<file path="src/rtl/video_timing_pkg.sv">
// Shared raster types, the NinjaKun default geometry and the modular helpers
// used to place the (possibly shifted) sync windows.
package video_timing_pkg;

    localparam int CNT_W = 9;

    typedef struct packed {
        int h_total;
        int h_act_start;
        int h_act_end;
        int hs_start;
        int hs_end;
        int v_total;
        int v_act_start;
        int v_act_end;
        int vs_start;
        int vs_end;
    } timing_t;

    localparam timing_t NINJAKUN_TIMING = '{
        h_total:     384,
        h_act_start: 16,
        h_act_end:   272,
        hs_start:    312,
        hs_end:      343,
        v_total:     263,
        v_act_start: 16,
        v_act_end:   208,
        vs_start:    236,
        vs_end:      243
    };

    // Control bits travelling alongside the pixel data; syncs are active low.
    typedef struct packed {
        logic hblank;
        logic vblank;
        logic hsync_n;
        logic vsync_n;
    } ctl_t;

    localparam ctl_t CTL_IDLE = '{hblank: 1'b1, vblank: 1'b1, hsync_n: 1'b1, vsync_n: 1'b1};

    // value + adj folded back into 0..total-1; |adj| is always below total.
    function automatic logic [CNT_W-1:0] wrap_add(input int value,
                                                  input logic signed [3:0] adj,
                                                  input int total);
        int sum;
        sum = value + int'(adj);
        if (sum < 0) begin
            sum = sum + total;
        end else if (sum >= total) begin
            sum = sum - total;
        end
        return CNT_W'(sum);
    endfunction

    // Half-open window [lo, hi); lo > hi means the window straddles the wrap.
    function automatic logic in_window(input logic [CNT_W-1:0] cnt,
                                       input logic [CNT_W-1:0] lo,
                                       input logic [CNT_W-1:0] hi);
        if (lo <= hi) begin
            return (cnt >= lo) && (cnt < hi);
        end
        return (cnt >= lo) || (cnt < hi);
    endfunction

endpackage

</file>
<file path="src/rtl/video_timing_dly.sv">
// Pixel-enable qualified delay line carrying blank/sync flags together with
// the core's RGB, so video and its framing stay aligned at any depth.
module video_timing_dly
    import video_timing_pkg::*;
#(
    parameter int DEPTH = 1,
    parameter int CW    = 12
) (
    input  logic          clk_sys,
    input  logic          rst_n,
    input  logic          ce,
    input  ctl_t          ctl_in,
    input  logic [CW-1:0] rgb_in,
    output ctl_t          ctl_out,
    output logic [CW-1:0] rgb_out
);

    ctl_t          ctl_pipe [DEPTH];
    logic [CW-1:0] rgb_pipe [DEPTH];

    always_ff @(posedge clk_sys) begin
        if (!rst_n) begin
            for (int i = 0; i < DEPTH; i++) begin
                ctl_pipe[i] <= CTL_IDLE;
                rgb_pipe[i] <= '0;
            end
        end else if (ce) begin
            ctl_pipe[0] <= ctl_in;
            rgb_pipe[0] <= rgb_in;
            for (int i = 1; i < DEPTH; i++) begin
                ctl_pipe[i] <= ctl_pipe[i-1];
                rgb_pipe[i] <= rgb_pipe[i-1];
            end
        end
    end

    assign ctl_out = ctl_pipe[DEPTH-1];
    assign rgb_out = rgb_pipe[DEPTH-1];

endmodule

</file>
<file path="src/rtl/video_timing_gen.sv">
// Parametrised raster timing generator: pixel/line counters, visible-origin
// coordinates with frame-synchronous flip, shiftable syncs and gated RGB.
module video_timing_gen
    import video_timing_pkg::*;
#(
    parameter int H_TOTAL     = NINJAKUN_TIMING.h_total,
    parameter int H_ACT_START = NINJAKUN_TIMING.h_act_start,
    parameter int H_ACT_END   = NINJAKUN_TIMING.h_act_end,
    parameter int HS_START    = NINJAKUN_TIMING.hs_start,
    parameter int HS_END      = NINJAKUN_TIMING.hs_end,
    parameter int V_TOTAL     = NINJAKUN_TIMING.v_total,
    parameter int V_ACT_START = NINJAKUN_TIMING.v_act_start,
    parameter int V_ACT_END   = NINJAKUN_TIMING.v_act_end,
    parameter int VS_START    = NINJAKUN_TIMING.vs_start,
    parameter int VS_END      = NINJAKUN_TIMING.vs_end,
    parameter int CW          = 12,
    parameter int RGB_DLY     = 1
) (
    input  logic              MCLK,
    input  logic              RESET_N,
    input  logic              PCE,
    input  logic              FLIP,
    input  logic signed [3:0] H_ADJ,
    input  logic signed [3:0] V_ADJ,
    input  logic [CW-1:0]     iRGB,
    output logic [CNT_W-1:0]  HPOS,
    output logic [CNT_W-1:0]  VPOS,
    output logic [CW-1:0]     oRGB,
    output logic              HBLK,
    output logic              VBLK,
    output logic              HSYN,
    output logic              VSYN,
    output logic              LINE_ST,
    output logic              FRAME_ST
);

    localparam logic [CNT_W-1:0] H_LAST   = CNT_W'(H_TOTAL - 1);
    localparam logic [CNT_W-1:0] V_LAST   = CNT_W'(V_TOTAL - 1);
    localparam logic [CNT_W-1:0] H_A0     = CNT_W'(H_ACT_START);
    localparam logic [CNT_W-1:0] H_A1     = CNT_W'(H_ACT_END);
    localparam logic [CNT_W-1:0] V_A0     = CNT_W'(V_ACT_START);
    localparam logic [CNT_W-1:0] V_A1     = CNT_W'(V_ACT_END);
    localparam logic [CNT_W-1:0] H_WIDTH  = CNT_W'(H_ACT_END - H_ACT_START);
    localparam logic [CNT_W-1:0] V_HEIGHT = CNT_W'(V_ACT_END - V_ACT_START);

    logic [CNT_W-1:0] hcnt;
    logic [CNT_W-1:0] vcnt;
    logic             flip_q;
    logic signed [3:0] hadj_q;
    logic signed [3:0] vadj_q;
    logic             line_st_q;
    logic             frame_st_q;

    logic h_wrap;
    logic v_wrap;

    assign h_wrap = (hcnt == H_LAST);
    assign v_wrap = (vcnt == V_LAST);

    // Frame-level controls are captured only on the step into (0,0) so a
    // mid-frame change never tears the picture.
    always_ff @(posedge MCLK) begin
        if (!RESET_N) begin
            hcnt       <= '0;
            vcnt       <= '0;
            flip_q     <= 1'b0;
            hadj_q     <= '0;
            vadj_q     <= '0;
            line_st_q  <= 1'b0;
            frame_st_q <= 1'b0;
        end else begin
            line_st_q  <= 1'b0;
            frame_st_q <= 1'b0;
            if (PCE) begin
                if (h_wrap) begin
                    hcnt      <= '0;
                    line_st_q <= 1'b1;
                    if (v_wrap) begin
                        vcnt       <= '0;
                        frame_st_q <= 1'b1;
                        flip_q     <= FLIP;
                        hadj_q     <= H_ADJ;
                        vadj_q     <= V_ADJ;
                    end else begin
                        vcnt <= vcnt + CNT_W'(1);
                    end
                end else begin
                    hcnt <= hcnt + CNT_W'(1);
                end
            end
        end
    end

    // Coordinates relative to the visible origin, mod 512, mirrored on flip.
    logic [CNT_W-1:0] hrel;
    logic [CNT_W-1:0] vrel;

    always_comb begin
        hrel = hcnt - H_A0;
        vrel = vcnt - V_A0;
        HPOS = flip_q ? (H_WIDTH - CNT_W'(1) - hrel) : hrel;
        VPOS = flip_q ? (V_HEIGHT - CNT_W'(1) - vrel) : vrel;
    end

    logic [CNT_W-1:0] hs_lo;
    logic [CNT_W-1:0] hs_hi;
    logic [CNT_W-1:0] vs_lo;
    logic [CNT_W-1:0] vs_hi;

    assign hs_lo = wrap_add(HS_START, hadj_q, H_TOTAL);
    assign hs_hi = wrap_add(HS_END,   hadj_q, H_TOTAL);
    assign vs_lo = wrap_add(VS_START, vadj_q, V_TOTAL);
    assign vs_hi = wrap_add(VS_END,   vadj_q, V_TOTAL);

    ctl_t raw_ctl;

    always_comb begin
        raw_ctl         = CTL_IDLE;
        raw_ctl.hblank  = !((hcnt >= H_A0) && (hcnt < H_A1));
        raw_ctl.vblank  = !((vcnt >= V_A0) && (vcnt < V_A1));
        raw_ctl.hsync_n = !in_window(hcnt, hs_lo, hs_hi);
        raw_ctl.vsync_n = !in_window(vcnt, vs_lo, vs_hi);
    end

    ctl_t          out_ctl;
    logic [CW-1:0] out_rgb;

    video_timing_dly #(
        .DEPTH (RGB_DLY),
        .CW    (CW)
    ) u_dly (
        .clk_sys (MCLK),
        .rst_n   (RESET_N),
        .ce      (PCE),
        .ctl_in  (raw_ctl),
        .rgb_in  (iRGB),
        .ctl_out (out_ctl),
        .rgb_out (out_rgb)
    );

    assign HBLK     = out_ctl.hblank;
    assign VBLK     = out_ctl.vblank;
    assign HSYN     = out_ctl.hsync_n;
    assign VSYN     = out_ctl.vsync_n;
    assign oRGB     = (out_ctl.hblank || out_ctl.vblank) ? '0 : out_rgb;
    assign LINE_ST  = line_st_q;
    assign FRAME_ST = frame_st_q;

endmodule

</file>
<file path="config.mk">
export PLATFORM = sky130hd
export DESIGN_NAME = video_timing_gen
export DESIGN_NICKNAME = d
export VERILOG_FILES = /design/src/rtl/video_timing_pkg.sv /design/src/rtl/video_timing_dly.sv /design/src/rtl/video_timing_gen.sv
export SDC_FILE = /design/constraint.sdc
export NUM_CORES = 1
export LEC_CHECK = 0
export BUFFER_PORTS_ARGS = -buffer_cell sky130_fd_sc_hd__buf_2
export CAP_MARGIN = 25
export CORE_MARGIN = 5
export CORE_UTILIZATION = 45
export CTS_BUF_LIST = sky130_fd_sc_hd__clkbuf_16
export CTS_CLUSTER_SIZE = 20
export DETAILED_ROUTE_END_ITERATION = 10
export PLACE_DENSITY = 0.63
export RECOVER_POWER = 100
export SLEW_MARGIN = 20
export SYNTH_ARGS = -nofsm -noshare
export SYNTH_HDL_FRONTEND = slang
export SYNTH_SLANG_ARGS = --single-unit
</file>
<file path="constraint.sdc">
create_clock -name MCLK -period 4.1 [get_ports MCLK]
set_clock_uncertainty 0.05 [all_clocks]
set_input_delay 0.41 -clock MCLK [delete_from_list [all_inputs] [get_ports MCLK]]
set_output_delay 0.41 -clock MCLK [all_outputs]
set_load 0.05 [all_outputs]
</file>
==> flow_summary.yaml <==
global_route:
  grt_overflow: 0
  use_met1_pct: 22.9
  grt_pass1_wl_um: 11200
  grt_max_degree: 23
  antenna_found_initial: 0
  grtUsageMet2_pct: 24.1
  gr-usage-all-layers_pct: 15.7
  use_met3_pct: 2.82
  grt-busiest-layer: "met2"
  grt_pass1_vias: 2282
clock_tree:
  cts_tree: "yes"
  htreeDepth: 2
  clockBufferDepth: 2
  ctsHoldBuffers: 0
  clk_pin_slew_ns: 0.07
  clkLatencyLatePin_ns: 0.28
  cts_buffers: 5
  postCtsSetupRepairBufs: 0
  cts.repair.resized: 0
  clock-sinks: 45
  clockRootBuffer: "clkbuf_16"
logic_synthesis:
  synth_top_area_share_pct: 18.7
  yosys_warnings: 0
  muxShareOfSynthArea_pct: 3.55
  synth_xor_area_share_pct: 12.1
  synthCells: 338
  avgSynthCellArea_um2: 9.17
  yosys.area_share.simple_pct: 20.4
  yosysMostFrequentCell: "ha_1"
  ys_ff_latch: 45
  mappedNetlistNets: 402
  synth_ff_type: "dfxtp_1"
  synth_area_leader_cell: "dfxtp_1"
  synthDistinctLibCells: 44
  synth_commonest_cells: "40 x ha_1, 34 x nor2_1, 29 x dfxtp_1, 26 x nand2_1, 21 x xnor2_1"
  synth-compound-area-share_pct: 8.56
  yosys-top-cells-area: "dfxtp_1 19%, ha_1 16%, edfxtp_1 15%, xnor2_1 5.9%, xor2_1 5.1%"
  synth-edff-count: 16
  synthAdderAreaFrac_pct: 16.8
  synth_top_family_by_area: "simple AND/OR/NAND/NOR gates"
  synth_area_mm2: 0.00310
  async_flop_share_pct: 0
  synth-seq-area-share_pct: 34.2
route:
  vias: 2435
  drcViolationCount: 0
  drt-total-wl_um: 6650
  ant_nets: 0
  drt-initial-drc-count: 160
  via_per_inst: 5.16
  post_drt_wl_per_cell_um: 14.1
  firstDrtPassIters: 4
place:
  io_buffer_count: 59
  placed_area_mm2: 0.00345
  post-dp-hpwl_um: 5170
  gp_congestion: 0.910
min_path:
  holdCritPathClass: "in2reg"
  whs_endpoint: "vadj_q[3]$_SDFFE_PN0P_"
  holdPathStages: 3
  hp-start: "V_ADJ[3]"
cells_and_area:
  drive_above_1_share_pct: 9.18
  nFillCells: 675
  syn_to_final_growth_pct: 14.1
  fin_util_pct: 52.4
  layout.nets: 455
  fin_area_mm2: 0.00354
  n_antenna_cell: 0
status:
  outcome: "finished, final reports clean"
setup_path:
  crit_path_end_kind: "flop"
  crit_required_ns: 4.08
  r2r_start: "vadj_q[0]$_SDFFE_PN0P_"
  cp.arrival_ns: 3.68
  reg2regPathDepth: 14
  crit_path_start_kind: "flop"
  reg2reg_to: "u_dly.ctl_pipe[0][0]$_SDFFCE_PN1P_"
  critPathMaxFanout: 6
  rrSetupSlack_ns: 0.41
  crit_type: "reg2reg"
  startpoint: "vadj_q[0]$_SDFFE_PN0P_"
sta:
  fin_setup_tns_ns: 0
  setup_viol: 0
  worst_pin_slew_ns: 0.788
  period_share_pct: 90.0
  drv_slew: 0
  fmax_mhz: 271
  min_period_ns: 3.69
  grt_setup_unrepaired: "no"
  hold_viol: 0
  slew_headroom_pct: 47.5
floorplanning:
  die_area_mm2: 0.00865
  io_pins: 60
  start_util_pct: 45.9
  die_x_um: 93.0
  rows: 30
  core_mm2: 0.00676
  dieHeight_um: 93.0
flow_run:
  cap_violations: 0
power_and_ir_drop:
  power_leakage_nw: 1.63
  peakVddDrop_uv: 168
  power.density_mw_per_mm2: 261
-- routing by layer --
layer / share of wire [%] / wire length, um
met5: 0 / 0
met4: 0.63 / 42
met2: 43 / 2840
met3: 6.3 / 418
met1: 50 / 3350
-- worst max-delay path, cell delays in order, from the launching register on --
cell,delay [ns]
dfxtp_1,0.46
inv_1,0.14
ha_1,0.26
nor2b_1,0.15
ha_1,0.26
nand2_1,0.10
xnor2_1,0.24
ha_1,0.28
o21a_1,0.11
o211ai_1,0.15
nand2_1,0.08
maj3_2,0.31
a221oi_1,0.35
a2111oi_1,0.14
or3_1,0.35
-- cell type report --
class	count	area (um^2)	area share, %
Clock buffer	5	125	3.54
Clock inverter	3	21.3	0.601
Tap cell	80	100	2.83
Sequential cell	45	1060	30.0
Timing Repair Buffer	60	254	7.18
Inverter	21	78.8	2.23
Multi-Input combinational cell	258	1900	53.6
-- stage by stage --
step	instances	setup slack, ns	hold slack (ns)	total power, W
finish	472	0.408	0.307	0.000924
global route	472	0.144	0.321	0.000963
CTS	472	0.495	0.304	0.000937
detailed placement	464	0.513	0.476	0.000535
global placement	464	0.696	0.467	0.000534
floorplan	338	0.711	0.438	0.000513
-- worst max-delay path by stage --
stage                                                     to  slack, ns  cells past startpoint
after floorplan                                      VPOS[8]       0.71                      7
after global placement    u_dly.ctl_pipe[0][0]$_SDFFCE_PN1P_       0.70                     14
after detailed placement  u_dly.ctl_pipe[0][0]$_SDFFCE_PN1P_       0.51                     14
after CTS                 u_dly.ctl_pipe[0][0]$_SDFFCE_PN1P_       0.49                     14
after global routing      u_dly.ctl_pipe[0][0]$_SDFFCE_PN1P_       0.14                     14
final                     u_dly.ctl_pipe[0][0]$_SDFFCE_PN1P_       0.41                     14
-- cell usage in the layout, fill, tap and decap left out, types with 3 or more instances in the layout --
master	Yosys	final
nor3_1	6	6
o21a_1	3	3
and3_1	18	18
clkbuf_1	11	37
xnor2_1	21	21
clkbuf_16	0	5
buf_2	3	23
nor4_1	3	3
or3_1	3	3
inv_1	20	20
nand2b_1	7	7
nand3_1	9	9
a21o_1	3	3
edfxtp_1	16	16
nand2_1	26	26
nand4_1	5	5
dfxtp_1	29	29
a21oi_1	9	9
and2_1	14	13
xor2_1	18	18
mux2i_1	11	11
ha_1	40	40
nor2_1	34	34
-- where the power goes --
part / total (W) / switching (W) / internal, W
combinational: 0.0000442 / 0.0000283 / 0.0000160
sequential: 0.000480 / 0.00000590 / 0.000474
clock: 0.000400 / 0.000173 / 0.000227
total: 0.000924 / 0.000207 / 0.000717
-- kinds of logic after synthesis --
| kind of cell | Yosys count |
|---|---|
| xor+xnor | 41 |
| simple gates | 128 |
| flops | 45 |
| fa+ha+maj | 42 |
| compound gates | 36 |
| buf+inv | 35 |
| mux | 11 |
-- registers in the layout (all words and copies together) (netlist names) --
register	flops
u_dly.ctl_pipe	4
u_dly.rgb_pipe	12
hcnt	9
vadj_q	4
vcnt	9
flip_q	1
LINE_ST	1
hadj_q	4
FRAME_ST	1
Power figures use the tool's default switching activity.
